## src/rtl/mpi_busmaster_if.sv

```systemverilog
// Command-side and bus-pin signals of the MPI/Q-bus master.
// The master modport is the engine's view; the slave modport is the CPU/bus environment's view.
interface mpi_busmaster_if #(
  parameter int unsigned DW = 16,
  parameter int unsigned AW = 16
) ();
  logic          cmd_valid;
  logic          cmd_we;
  logic          cmd_byte;
  logic [AW-1:0] cmd_addr;
  logic [DW-1:0] cmd_wdata;
  logic          cmd_ready;
  logic          done;
  logic          err;
  logic [DW-1:0] rdata;
  logic [AW-1:0] bus_addr;
  logic [DW-1:0] bus_dout;
  logic [DW-1:0] bus_din;
  logic          bsync;
  logic          bdin;
  logic          bdout;
  logic          bwtbt;
  logic          bbsy;
  logic          brply;

  modport master (
    input  cmd_valid, cmd_we, cmd_byte, cmd_addr, cmd_wdata, bus_din, brply,
    output cmd_ready, done, err, rdata, bus_addr, bus_dout, bsync, bdin, bdout, bwtbt, bbsy
  );

  modport slave (
    output cmd_valid, cmd_we, cmd_byte, cmd_addr, cmd_wdata, bus_din, brply,
    input  cmd_ready, done, err, rdata, bus_addr, bus_dout, bsync, bdin, bdout, bwtbt, bbsy
  );
endinterface

```

## src/rtl/mpi_busmaster.sv

```systemverilog
// Registered SYNC/DIN/DOUT handshake engine for the MPI/Q-bus.
// Define BUS_TIMEOUT_EN to compile in the RPLY timeout counters and the ERROR state.
module mpi_busmaster #(
  parameter int unsigned DW      = 16,
  parameter int unsigned AW      = 16,
  parameter int unsigned SETUP   = 1,
  parameter int unsigned TIMEOUT = 63
) (
  input  logic              clk,
  input  logic              reset,
  input  logic              ce,
  mpi_busmaster_if.master   mpi
);

  localparam int unsigned SetupW = (SETUP > 1) ? $clog2(SETUP) : 1;

`ifdef BUS_TIMEOUT_EN
  localparam int unsigned ToW = (TIMEOUT > 0) ? $clog2(TIMEOUT + 1) : 1;
  typedef enum logic [2:0] {StIdle, StAddr, StData, StRelease, StError} state_e;
`else
  typedef enum logic [1:0] {StIdle, StAddr, StData, StRelease} state_e;
`endif

  state_e              state_q, state_d;
  logic [SetupW-1:0]   setup_cnt_q, setup_cnt_d;
`ifdef BUS_TIMEOUT_EN
  logic [ToW-1:0]      to_cnt_q, to_cnt_d;
  logic                err_q, err_d;
`else
  logic                unused_timeout;
  assign unused_timeout = (TIMEOUT != 0);
`endif

  logic          cmd_ready_q, cmd_ready_d;
  logic          done_q, done_d;
  logic          bsync_q, bsync_d;
  logic          bdin_q, bdin_d;
  logic          bdout_q, bdout_d;
  logic          we_q, we_d;
  logic          byte_q, byte_d;
  logic [AW-1:0] addr_q, addr_d;
  logic [DW-1:0] wdata_q, wdata_d;
  logic [DW-1:0] rdata_q, rdata_d;

  // State register: everything holds while ce is low; reset wins regardless of ce.
  always_ff @(posedge clk) begin
    if (reset) begin
      state_q     <= StIdle;
      setup_cnt_q <= '0;
`ifdef BUS_TIMEOUT_EN
      to_cnt_q    <= '0;
      err_q       <= 1'b0;
`endif
      cmd_ready_q <= 1'b1;
      done_q      <= 1'b0;
      bsync_q     <= 1'b0;
      bdin_q      <= 1'b0;
      bdout_q     <= 1'b0;
      we_q        <= 1'b0;
      byte_q      <= 1'b0;
      addr_q      <= '0;
      wdata_q     <= '0;
      rdata_q     <= '0;
    end else if (ce) begin
      state_q     <= state_d;
      setup_cnt_q <= setup_cnt_d;
`ifdef BUS_TIMEOUT_EN
      to_cnt_q    <= to_cnt_d;
      err_q       <= err_d;
`endif
      cmd_ready_q <= cmd_ready_d;
      done_q      <= done_d;
      bsync_q     <= bsync_d;
      bdin_q      <= bdin_d;
      bdout_q     <= bdout_d;
      we_q        <= we_d;
      byte_q      <= byte_d;
      addr_q      <= addr_d;
      wdata_q     <= wdata_d;
      rdata_q     <= rdata_d;
    end
  end

  // Next-state logic.
  always_comb begin
    state_d     = state_q;
    setup_cnt_d = setup_cnt_q;
`ifdef BUS_TIMEOUT_EN
    to_cnt_d    = to_cnt_q;
`endif
    case (state_q)
      StIdle: begin
        if (mpi.cmd_valid) begin
          state_d     = StAddr;
          setup_cnt_d = SetupW'(SETUP - 1);
        end
      end
      StAddr: begin
        if (setup_cnt_q != '0) begin
          setup_cnt_d = setup_cnt_q - 1'b1;
        end else begin
          state_d = StData;
`ifdef BUS_TIMEOUT_EN
          to_cnt_d = ToW'(TIMEOUT);
`endif
        end
      end
      StData: begin
        // RPLY is checked first so that it beats a simultaneous expiry.
        if (mpi.brply) begin
          state_d = StRelease;
`ifdef BUS_TIMEOUT_EN
          to_cnt_d = ToW'(TIMEOUT);
        end else if (to_cnt_q == '0) begin
          state_d = StError;
        end else begin
          to_cnt_d = to_cnt_q - 1'b1;
`endif
        end
      end
      StRelease: begin
        if (!mpi.brply) begin
          state_d = StIdle;
`ifdef BUS_TIMEOUT_EN
        end else if (to_cnt_q == '0) begin
          state_d = StError;
        end else begin
          to_cnt_d = to_cnt_q - 1'b1;
`endif
        end
      end
`ifdef BUS_TIMEOUT_EN
      StError: state_d = StIdle;
`endif
      default: state_d = StIdle;
    endcase
  end

  // Output/datapath next values; every output comes straight from a register.
  always_comb begin
    logic accept;
    accept      = (state_q == StIdle) && mpi.cmd_valid;
    cmd_ready_d = (state_d == StIdle);
    bsync_d     = (state_d != StIdle);
    done_d      = (state_q != StIdle) && (state_d == StIdle);
`ifdef BUS_TIMEOUT_EN
    err_d       = (state_q == StError);
    // A strobe survives into ERROR only if it was up in DATA; ERROR then drops it.
    bdin_d      = ((state_d == StData) && !we_q) || ((state_d == StError) && bdin_q);
    bdout_d     = ((state_d == StData) && we_q) || ((state_d == StError) && bdout_q);
`else
    bdin_d      = (state_d == StData) && !we_q;
    bdout_d     = (state_d == StData) && we_q;
`endif
    we_d        = accept ? mpi.cmd_we : we_q;
    byte_d      = accept ? mpi.cmd_byte : byte_q;
    addr_d      = accept ? mpi.cmd_addr : addr_q;
    wdata_d     = accept ? mpi.cmd_wdata : wdata_q;
    rdata_d     = ((state_q == StData) && mpi.brply && !we_q) ? mpi.bus_din : rdata_q;
  end

  assign mpi.cmd_ready = cmd_ready_q;
  assign mpi.done      = done_q;
`ifdef BUS_TIMEOUT_EN
  assign mpi.err       = err_q;
`else
  assign mpi.err       = 1'b0;
`endif
  assign mpi.rdata     = rdata_q;
  assign mpi.bus_addr  = addr_q;
  assign mpi.bus_dout  = wdata_q;
  assign mpi.bsync     = bsync_q;
  assign mpi.bdin      = bdin_q;
  assign mpi.bdout     = bdout_q;
  assign mpi.bwtbt     = byte_q;
  assign mpi.bbsy      = bsync_q;

endmodule

```

## src/flat_wrapper.sv

```systemverilog
// flat-port wrapper written by rule: the top's interface ports become plain ports
module mpi_busmaster_flat 
#(
  parameter int unsigned DW      = 16,
  parameter int unsigned AW      = 16,
  parameter int unsigned SETUP   = 1,
  parameter int unsigned TIMEOUT = 63
)
  (clk, reset, ce, mpi_cmd_valid, mpi_cmd_we, mpi_cmd_byte, mpi_cmd_addr, mpi_cmd_wdata, mpi_bus_din, mpi_brply, mpi_cmd_ready, mpi_done, mpi_err, mpi_rdata, mpi_bus_addr, mpi_bus_dout, mpi_bsync, mpi_bdin, mpi_bdout, mpi_bwtbt, mpi_bbsy);
  mpi_busmaster_if #(.DW(DW), .AW(AW)) mpi_i ();
  input  logic clk;
  input  logic reset;
  input  logic ce;
  input wire logic [$bits(mpi_i.cmd_valid)-1:0] mpi_cmd_valid;
  input wire logic [$bits(mpi_i.cmd_we)-1:0] mpi_cmd_we;
  input wire logic [$bits(mpi_i.cmd_byte)-1:0] mpi_cmd_byte;
  input wire logic [$bits(mpi_i.cmd_addr)-1:0] mpi_cmd_addr;
  input wire logic [$bits(mpi_i.cmd_wdata)-1:0] mpi_cmd_wdata;
  input wire logic [$bits(mpi_i.bus_din)-1:0] mpi_bus_din;
  input wire logic [$bits(mpi_i.brply)-1:0] mpi_brply;
  output wire logic [$bits(mpi_i.cmd_ready)-1:0] mpi_cmd_ready;
  output wire logic [$bits(mpi_i.done)-1:0] mpi_done;
  output wire logic [$bits(mpi_i.err)-1:0] mpi_err;
  output wire logic [$bits(mpi_i.rdata)-1:0] mpi_rdata;
  output wire logic [$bits(mpi_i.bus_addr)-1:0] mpi_bus_addr;
  output wire logic [$bits(mpi_i.bus_dout)-1:0] mpi_bus_dout;
  output wire logic [$bits(mpi_i.bsync)-1:0] mpi_bsync;
  output wire logic [$bits(mpi_i.bdin)-1:0] mpi_bdin;
  output wire logic [$bits(mpi_i.bdout)-1:0] mpi_bdout;
  output wire logic [$bits(mpi_i.bwtbt)-1:0] mpi_bwtbt;
  output wire logic [$bits(mpi_i.bbsy)-1:0] mpi_bbsy;
  assign mpi_i.cmd_valid = mpi_cmd_valid;
  assign mpi_i.cmd_we = mpi_cmd_we;
  assign mpi_i.cmd_byte = mpi_cmd_byte;
  assign mpi_i.cmd_addr = mpi_cmd_addr;
  assign mpi_i.cmd_wdata = mpi_cmd_wdata;
  assign mpi_i.bus_din = mpi_bus_din;
  assign mpi_i.brply = mpi_brply;
  assign mpi_cmd_ready = mpi_i.cmd_ready;
  assign mpi_done = mpi_i.done;
  assign mpi_err = mpi_i.err;
  assign mpi_rdata = mpi_i.rdata;
  assign mpi_bus_addr = mpi_i.bus_addr;
  assign mpi_bus_dout = mpi_i.bus_dout;
  assign mpi_bsync = mpi_i.bsync;
  assign mpi_bdin = mpi_i.bdin;
  assign mpi_bdout = mpi_i.bdout;
  assign mpi_bwtbt = mpi_i.bwtbt;
  assign mpi_bbsy = mpi_i.bbsy;
  mpi_busmaster #(.DW(DW), .AW(AW), .SETUP(SETUP), .TIMEOUT(TIMEOUT)) u_core (.clk(clk), .reset(reset), .ce(ce), .mpi(mpi_i));
endmodule
```

## config.mk

```make
export PLATFORM = sky130hd
export DESIGN_NAME = mpi_busmaster_flat
export DESIGN_NICKNAME = d
export VERILOG_FILES = /design/src/rtl/mpi_busmaster_if.sv /design/src/rtl/mpi_busmaster.sv /design/src/flat_wrapper.sv
export SDC_FILE = /design/constraint.sdc
export NUM_CORES = 1
export LEC_CHECK = 0
export BUFFER_PORTS_ARGS = -buffer_cell sky130_fd_sc_hd__buf_2
export CAP_MARGIN = 10
export CELL_PAD_IN_SITES_DETAIL_PLACEMENT = 1
export CELL_PAD_IN_SITES_GLOBAL_PLACEMENT = 1
export CORE_MARGIN = 3
export CORE_UTILIZATION = 34
export DETAILED_ROUTE_END_ITERATION = 12
export PLACE_DENSITY = 0.95
export SYNTH_ARGS = -nofsm -noshare
export SYNTH_HDL_FRONTEND = slang
export SYNTH_SLANG_ARGS = --single-unit
```

## constraint.sdc

```tcl
create_clock -name clk -period 2.9 [get_ports clk]
set_input_delay 0.29 -clock clk [delete_from_list [all_inputs] [get_ports clk]]
set_output_delay 0.29 -clock clk [all_outputs]
set_load 0.005 [all_outputs]
```

* Yosys cells after proc, flatten, opt, wreduce, memory -nomap -nowiden *
Index checks and enable logic that the tools add are counted.

word-level totals
  register bits after elaboration = 58
  output and inout bits = 56
  input port bits = 55
  word-level logic and storage cells = 41

operators by class
  reduce and logical (&&, ||, !) cells = 15
  eq/ne operators = 5
  multiplexer cells = 8
  add/subtract/negate cells = 1

operators with widths
  operator               number
  $mux W2                4
  $pmux W2 S4            1
  $eq A2 B2 Y1 const B   3
  $logic_and A1 B1 Y1    6
  $reduce_bool A2 Y1     3
  $logic_not A2 Y1       2
  $reduce_and A2 Y1      2
  $reduce_and A3 Y1      1
  $eq A2 B1 Y1 const B   1
  $mux W1                2
  $ne A2 B2 Y1 const B   1
  $pmux W1 S2            1
  $logic_not A1 Y1       1
  $sub A1 B1 Y1 const B  1

* Depth between registers and ports, before layout *
Gate-level depths: netlist of the first run.

  depth after elaboration = 4
  mapped depth = 6
  gate-level depth less buffers = 3

* Least setup slack after synthesis of the first run *
Ideal clock, no wire load.

  kind = reg-to-reg
  start = reg u_core.state_q[0]
  end = reg u_core.rdata_q[10] (netlist: u_core.mpi.rdata[10])
  buffers on the path = 2
  data arrival time = 1.300 ns
  period minus slack after synthesis = 1.372 ns
  setup time = 0.072 ns
  required time = 2.828 ns
  path slack = 1.528 ns
  stages on the path, launching flop included = 5
  cells stage by stage = dfxtp_1 > buf_2 > nor4_4 > buf_6 > mux2i_1

between the ends
  cells in the longest elaborated chain, start to end = 4

RTL lines
  what                               RTL line              RTL
  start, declared                    mpi_busmaster.sv:24   state_e state_q, state_d;
  start signal, assigned             mpi_busmaster.sv:48   state_q <= StIdle;
  start signal, assigned             mpi_busmaster.sv:65   state_q <= state_d;
  $eq A2 B2 Y1                       mpi_busmaster.sv:159  rdata_d = ((state_q == StData) && mpi.brply && !we_q) ? mpi.bus_din : rdata_q;
  $logic_and A1 B1 Y1 (2 in series)  mpi_busmaster.sv:159
  $reduce_and A2 Y1 (no line)        --
  end signal, assigned               mpi_busmaster.sv:80   rdata_q <= rdata_d;
  end, declared                      mpi_busmaster.sv:43   logic [DW-1:0] rdata_q, rdata_d;

No other way between the ends.
A chain may end at the register's enable or synchronous reset.

* Worst setup path in the final report of the first run *
  start = reg u_core.state_q[0]
  end = reg u_core.wdata_q[1] (netlist: u_core.mpi.bus_dout[1])

between the ends
  cells in the longest elaborated chain, start to end = 3

RTL lines
  what                         RTL line              RTL
  $logic_not A2 Y1             mpi_busmaster.sv:142  accept = (state_q == StIdle) && mpi.cmd_valid;
  $logic_and A1 B1 Y1          mpi_busmaster.sv:142
  $reduce_and A2 Y1 (no line)  --
  end signal, assigned         mpi_busmaster.sv:79   wdata_q <= wdata_d;
  end, declared                mpi_busmaster.sv:42   logic [DW-1:0] wdata_q, wdata_d;

No other way between the ends.

==> flow_metrics.env, run 1 <==
export IMPL_placed_cell_area_mm2=0.00280
export IMPL_overflow=0
export IMPL_gp_congestion=0.757
export IMPL_maxCapViolCount=0
export IMPL_antenna_found_initial=0
export IMPL_clk_latency_ps=320
export IMPL_design_area_mm2=0.00301
export IMPL_power_internal_mw=1.38
export IMPL_cts_made_buffers=9
export IMPL_num_rows=28
export IMPL_io_pins=111
export IMPL_power_frac_clock_pct=43.9
export IMPL_rr_endpoint="u_core.mpi.bus_dout[1]$_SDFFE_PP0P_"
export IMPL_synth_seq_cells=57
export IMPL_cp_required_ps=3140
export IMPL_yosys_warnings=0
export IMPL_fin_skew_ps=7.92
export IMPL_syn_nets=310
export IMPL_critPathMaxFanout=34
export IMPL_syn2layout_area_growth_pct=35.6
export IMPL_hold_violations=0
export IMPL_endpoint_kind="flop"
export IMPL_grt_pass1_wl_mm=9.69
export IMPL_wl_met1_mm=2.46
export IMPL_syn_area_per_cell_um2=8.70
export IMPL_min_to="u_core.mpi.bus_addr[11]$_SDFFE_PP0P_"
export IMPL_status="complete, no violations"
export IMPL_hold_buffers=0
export IMPL_hold_path_class="input port to flop"
export IMPL_tightest_slew_ps=791
export IMPL_drv_slew=0
export IMPL_synth_area_mm2=0.00222
export IMPL_cts_htree_levels=3
export IMPL_fin_crit_sh_pct=50.5
export IMPL_synthTopCellsByArea="dfxtp_1 51%, nand2_1 12%, nand2b_1 9.3%"
export IMPL_coreArea_mm2=0.00613
export IMPL_p_comb_share_pct=9.5
export IMPL_power_leakage_nw=1.36
export IMPL_post_dp_hpwl_mm=4.40
export IMPL_grtUsageTotal_pct=16.5
export IMPL_rsz0062_at_grt="false"
export IMPL_p_seq_share_pct=46.6
export IMPL_layout_min_cycle_time_ps=1460
export IMPL_ys_seq_area_share_pct=51.4
export IMPL_fp_dieArea_mm2=0.00753
export IMPL_clk_path_buf_depth=2
export IMPL_rrSetupSlack_ps=1440
export IMPL_timing_fmax_mhz=683
export IMPL_swShare_pct=23.1
export IMPL_drtAntennaViolNets=0
export IMPL_setup_viol=0
export IMPL_drc=0
export IMPL_synth_cells=255
export IMPL_layout_drive_gt1_share_pct=36.4
export IMPL_wl_per_cell_um=13.5
export IMPL_die_w_um=86.8
export IMPL_antenna_cells=0
export IMPL_vias_per_cell=4.71
export IMPL_cts_sinks=57
export IMPL_power_net_switching_mw=0.413
export IMPL_p_total_mw=1.79
export IMPL_vdd_drop_max_v=0.000285
export IMPL_grt_pass1_vias=2067
export IMPL_cp_arrival_ps=1700
export IMPL_vias=2061
export IMPL_dr_wl_met3_um=505
export IMPL_fin_setup_tns_ps=0
export IMPL_layout_common_cells="109 x buf_2, 71 x nand2_1, 57 x dfxtp_1, 35 x a21oi_1, 33 x nand2b_1"
export IMPL_nNetsFinal=413
export IMPL_top_layer="met4"
export IMPL_initial_utilization_pct=36.2
export IMPL_synth_top_area_share_pct=51.4
export IMPL_clk_pin_slew_worst_paths_ps=70
export IMPL_cts_resized=0
export IMPL_drt_iter0_drc=55
export IMPL_reg2reg_from="u_core.state_q[0]$_SDFFE_PP0P_"
export IMPL_dr_wl_met2_mm=2.83
export IMPL_dp_cells=422
export IMPL_drt_wl_total_mm=5.89
export IMPL_grt_max_degree=57
export IMPL_max_slew_margin_pct=47.3
export IMPL_die_h_um=86.8
export IMPL_yosysTopAreaCell="dfxtp_1"
export IMPL_cts_root_buf="clkbuf_8"
export IMPL_cts_tree="done"
export IMPL_worstSetupStartpointType="flop"
export IMPL_drt_pass1_iter_count=4
export IMPL_final_util_pct=49.1
export IMPL_instances_no_fill=438
export IMPL_reg2reg_depth=4
export IMPL_min_path_cells=3
export IMPL_critical_path_class="flop to flop"
export IMPL_port_buffers=109
export IMPL_post_cts_setup_buffers=0
export IMPL_min_delay_start="mpi_cmd_addr[11]"
export IMPL_synth_cell_types=27
export IMPL_power_density_mw_per_mm2=595
export IMPL_mostFrequentLayoutCell="buf_2"
## kinds of logic after synthesis
kind of cell	after synthesis	share of synthesized area (%)
AOI/OAI and AO/OA	42	10.4
buffers and inverters	22	4.85
muxes	17	7.67
and+or+nand+nor	116	25.4
other	1	0.169
DFF	57	51.4
## synthesized netlist by cell type, drive strengths merged
library cell	n
a21boi	1
a211o	1
conb	1
mux2i	17
o21a	1
a211oi	1
clkbuf	9
nand2b	33
a311oi	1
nor4bb	1
a21oi	35
nor2	4
a31oi	1
nand2	72
and3b	1
nor3	2
nor4	1
o211a	1
dfxtp	57
nand4bb	1
buf	12
or3b	1
inv	1
## layer usage
| layer | vias up | global-route usage, % |
|---|---|---|
| met2 | 81 | 27.4 |
| met5 | - | 0 |
| met3 | 9 | 5.42 |
| met1 | 942 | 19.5 |
| li1 | 1029 | - |
| met4 | 0 | 6.80 |
## registers in the layout, summed over array words and instances (netlist names)
register              count
u_core.mpi.bus_dout      16
u_core.mpi.rdata         16
u_core.mpi.cmd_ready      1
u_core.mpi.bwtbt          1
u_core.mpi.bbsy           1
u_core.mpi.bus_addr      16
u_core.mpi.bdin           1
u_core.mpi.done           1
u_core.mpi.bdout          1
u_core.we_q               1
u_core.state_q            2
## per-stage QoR
step | hold slack (ps) | setup WS, ps
global placement | 438 | 1430
finish | 203 | 1440
CTS | 185 | 1410
global route | 187 | 1270
floorplan | 426 | 1530
detailed placement | 448 | 1330
## worst max-delay path, cell delays in order, from the launching register on
cell and delay, ps:
dfxtp_1 590, nand4bb_1 190, buf_4 330, nand2_1 90, a21oi_1 150
## power by group through the flow
stage                     clock network, mW  registers (mW)  logic (mW)
after floorplan                           0           0.849      0.0910
after global placement                    0           0.850       0.167
after detailed placement                  0           0.852       0.173
after CTS                             0.815           0.835       0.174
after global routing                  0.858           0.839       0.193
final                                 0.786           0.834       0.170
## how the worst max path moves through the flow
stage                                   start                                  end  slack, ps
2_1_floorplan  u_core.state_q[0]$_SDFFE_PP0P_    u_core.mpi.rdata[10]$_SDFFE_PP0P_       1530
3_3_place_gp                               ce    u_core.mpi.rdata[10]$_SDFFE_PP0P_       1430
3_5_place_dp                               ce     u_core.mpi.rdata[3]$_SDFFE_PP0P_       1330
4_1_cts        u_core.state_q[0]$_SDFFE_PP0P_  u_core.mpi.bus_addr[7]$_SDFFE_PP0P_       1410
5_1_grt        u_core.state_q[0]$_SDFFE_PP0P_  u_core.mpi.bus_addr[9]$_SDFFE_PP0P_       1270
6_report       u_core.state_q[0]$_SDFFE_PP0P_  u_core.mpi.bus_dout[1]$_SDFFE_PP0P_       1440
## area by class of cell
type | count | area, um^2
Clock buffer | 10 | 128
Clock inverter | 6 | 82.6
Fill cell | 775 | 3120
Inverter | 1 | 3.75
Multi-Input combinational cell | 176 | 985
Sequential cell | 57 | 1140
Tap cell | 75 | 93.8
Timing Repair Buffer | 113 | 576
Power figures use the tool's default switching activity.
==> inputs of run 2 (changes only) <==
--- a/config.mk
+++ b/config.mk
@@ -10,9 +10,9 @@
 export CELL_PAD_IN_SITES_DETAIL_PLACEMENT = 1
 export CELL_PAD_IN_SITES_GLOBAL_PLACEMENT = 1
 export CORE_MARGIN = 3
-export CORE_UTILIZATION = 34
+export CORE_UTILIZATION = 29
 export DETAILED_ROUTE_END_ITERATION = 12
-export PLACE_DENSITY = 0.95
+export PLACE_DENSITY = 0.88
 export SYNTH_ARGS = -nofsm -noshare
 export SYNTH_HDL_FRONTEND = slang
 export SYNTH_SLANG_ARGS = --single-unit
==> constraint.sdc (replaced) <==
create_clock -name clk -period 1.25 [get_ports clk]
set_input_delay 0.125 -clock clk [delete_from_list [all_inputs] [get_ports clk]]
set_output_delay 0.125 -clock clk [all_outputs]
set_load 0.005 [all_outputs]
==> flow_metrics.env, run 2 (same netlist as run 1, synthesis figures left out) <==
export IMPL_hold_violations=0
export IMPL_num_rows=31
export IMPL_setup_viol=24
export IMPL_mostFrequentLayoutCell="buf_2"
export IMPL_clk_pin_slew_worst_paths_ps=60
export IMPL_cts_htree_levels=3
export IMPL_cp_arrival_ps=1550
export IMPL_antenna_cells=0
export IMPL_design_area_mm2=0.00344
export IMPL_overflow=0
export IMPL_drt_pass1_iter_count=7
export IMPL_timing_fmax_mhz=771
export IMPL_die_w_um=93.5
export IMPL_critPathMaxFanout=8
export IMPL_clk_path_buf_depth=2
export IMPL_rsz0062_at_grt="true"
export IMPL_clk_latency_ps=320
export IMPL_cts_tree="done"
export IMPL_max_slew_margin_pct=51.2
export IMPL_grt_pass1_wl_mm=9.88
export IMPL_vdd_drop_max_v=0.000675
export IMPL_cts_sinks=57
export IMPL_antenna_found_initial=0
export IMPL_cp_slowest_cell="dfxtp_4"
export IMPL_fin_crit_sh_pct=104
export IMPL_layout_min_cycle_time_ps=1300
export IMPL_initial_utilization_pct=30.3
export IMPL_maxCapViolCount=0
export IMPL_violations="setup timing"
export IMPL_layout_common_cells="109 x buf_2, 55 x dfxtp_1, 54 x nand2_1, 33 x nand2b_1, 22 x a21oi_2"
export IMPL_grt_pass1_vias=2188
export IMPL_drv_slew=0
export IMPL_critPathMaxStageDelay_ps=380
export IMPL_post_dp_hpwl_mm=4.53
export IMPL_wl_per_cell_um=14.7
export IMPL_swShare_pct=24.8
export IMPL_critical_path_class="flop to flop"
export IMPL_drc=0
export IMPL_coreArea_mm2=0.00733
export IMPL_grtUsageTotal_pct=14.3
export IMPL_rrSetupSlack_ps=-50
export IMPL_gp_congestion=0.712
export IMPL_port_buffers=109
export IMPL_drt_iter0_drc=61
export IMPL_tightest_slew_ps=732
export IMPL_status="finished with violations"
export IMPL_power_density_mw_per_mm2=1200
export IMPL_vias=2184
export IMPL_power_leakage_nw=1.57
export IMPL_syn2layout_area_growth_pct=55.2
export IMPL_fp_dieArea_mm2=0.00873
export IMPL_worstSetupStartpointType="flop"
export IMPL_power_internal_mw=3.10
export IMPL_fill_cells=881
export IMPL_worst_slack_ps=-47.4
export IMPL_cts_made_buffers=9
export IMPL_io_pins=111
export IMPL_cp_required_ps=1500
export IMPL_vias_per_cell=4.59
export IMPL_path_cells="nor4bb_4 -> buf_6 -> clkbuf_16 -> nand2_4 -> a21oi_2"
export IMPL_fin_skew_ps=4.44
export IMPL_p_comb_share_pct=13.5
export IMPL_nNetsFinal=427
export IMPL_power_frac_clock_pct=39.5
export IMPL_layout_drive_gt1_share_pct=49.6
export IMPL_crit_family="flip-flops"
export IMPL_endpoint_kind="flop"
export IMPL_hold_path_class="input port to flop"
export IMPL_p_seq_share_pct=47.0
export IMPL_cts_root_buf="clkbuf_8"
export IMPL_die_h_um=93.5
export IMPL_placed_cell_area_mm2=0.00292
export IMPL_drtAntennaViolNets=0
export IMPL_drt_wl_total_mm=6.98
export IMPL_grt_max_degree=48
export IMPL_final_util_pct=47.0
export IMPL_power_net_switching_mw=1.02
export IMPL_timing_critical_path_buf_inv=2
==> run 2: repair_timing <==
item | in CTS | in global routing
endpoints found under the setup margin | 24 | 52
gates resized for setup | 2 | 52
setup buffers | 0 | 3
pin swaps | 1 | 23
hold buffers | 0 | 0
gates cloned | 0 | 5
==> run 2: through the flow <==
step | power (mW) | setup slack, ps | hold slack [ps] | TNS (ps) | std cells
finish | 4.12 | -47.4 | 34.1 | -425 | 476
global route | 4.34 | -106 | 20.6 | -2990 | 476
detailed placement | 2.41 | -54.8 | 373 | -225 | 452
CTS | 4.08 | -18.6 | 11.4 | -37.8 | 468
global placement | 2.39 | 37.0 | 366 | 0 | 452
floorplan | 2.18 | -103 | 261 | -1030 | 255
==> run 2: power groups by stage <==
stage / registers (mW) / logic [mW] / clock network [mW]
after floorplan: 1.97 / 0.212 / 0
after CTS: 1.93 / 0.441 / 1.71
after global routing: 1.94 / 0.614 / 1.78
final: 1.93 / 0.557 / 1.63
after detailed placement: 1.97 / 0.438 / 0
after global placement: 1.97 / 0.421 / 0
==> run 2: layout make-up <==
class                   count  area, um^2  share of cell area, %
multi-input cells         176        1170                   34.0
flip-flops and latches     57        1150                   33.4
repair buffers            127         805                   23.4
clock buffers              14         183                   5.31
well taps                  99         124                   3.60
clock inverters             2        10.0                  0.291
inverters                   1        3.75                  0.109
==> run 2: worst paths after layout <==
path | startpoint | endpoint | cells after the start
setup / recovery | u_core.state_q[0]$_SDFFE_PP0P_ | u_core.mpi.bus_dout[2]$_SDFFE_PP0P_ | 5
hold / removal | mpi_cmd_we | u_core.we_q$_SDFFE_PP0P_ | 3
setup reg to reg | u_core.state_q[0]$_SDFFE_PP0P_ | u_core.mpi.bus_dout[2]$_SDFFE_PP0P_ | 5
hold reg to reg | u_core.mpi.bus_addr[9]$_SDFFE_PP0P_ | u_core.mpi.bus_addr[9]$_SDFFE_PP0P_ | 2
==> run 2: tightest hold or removal path: stages <==
cell and delay, ps:
buf_2 90, nand2_1 40, a21oi_1 50
==> run 2: routing by layer <==
layer,GRT usage (%),part of all wire [%],vias up
li1,-,-,1059
met1,15.5,41,1042
met2,25.1,51,77
met3,6.36,6.6,6
met4,3.66,0.76,0
met5,0,0,-
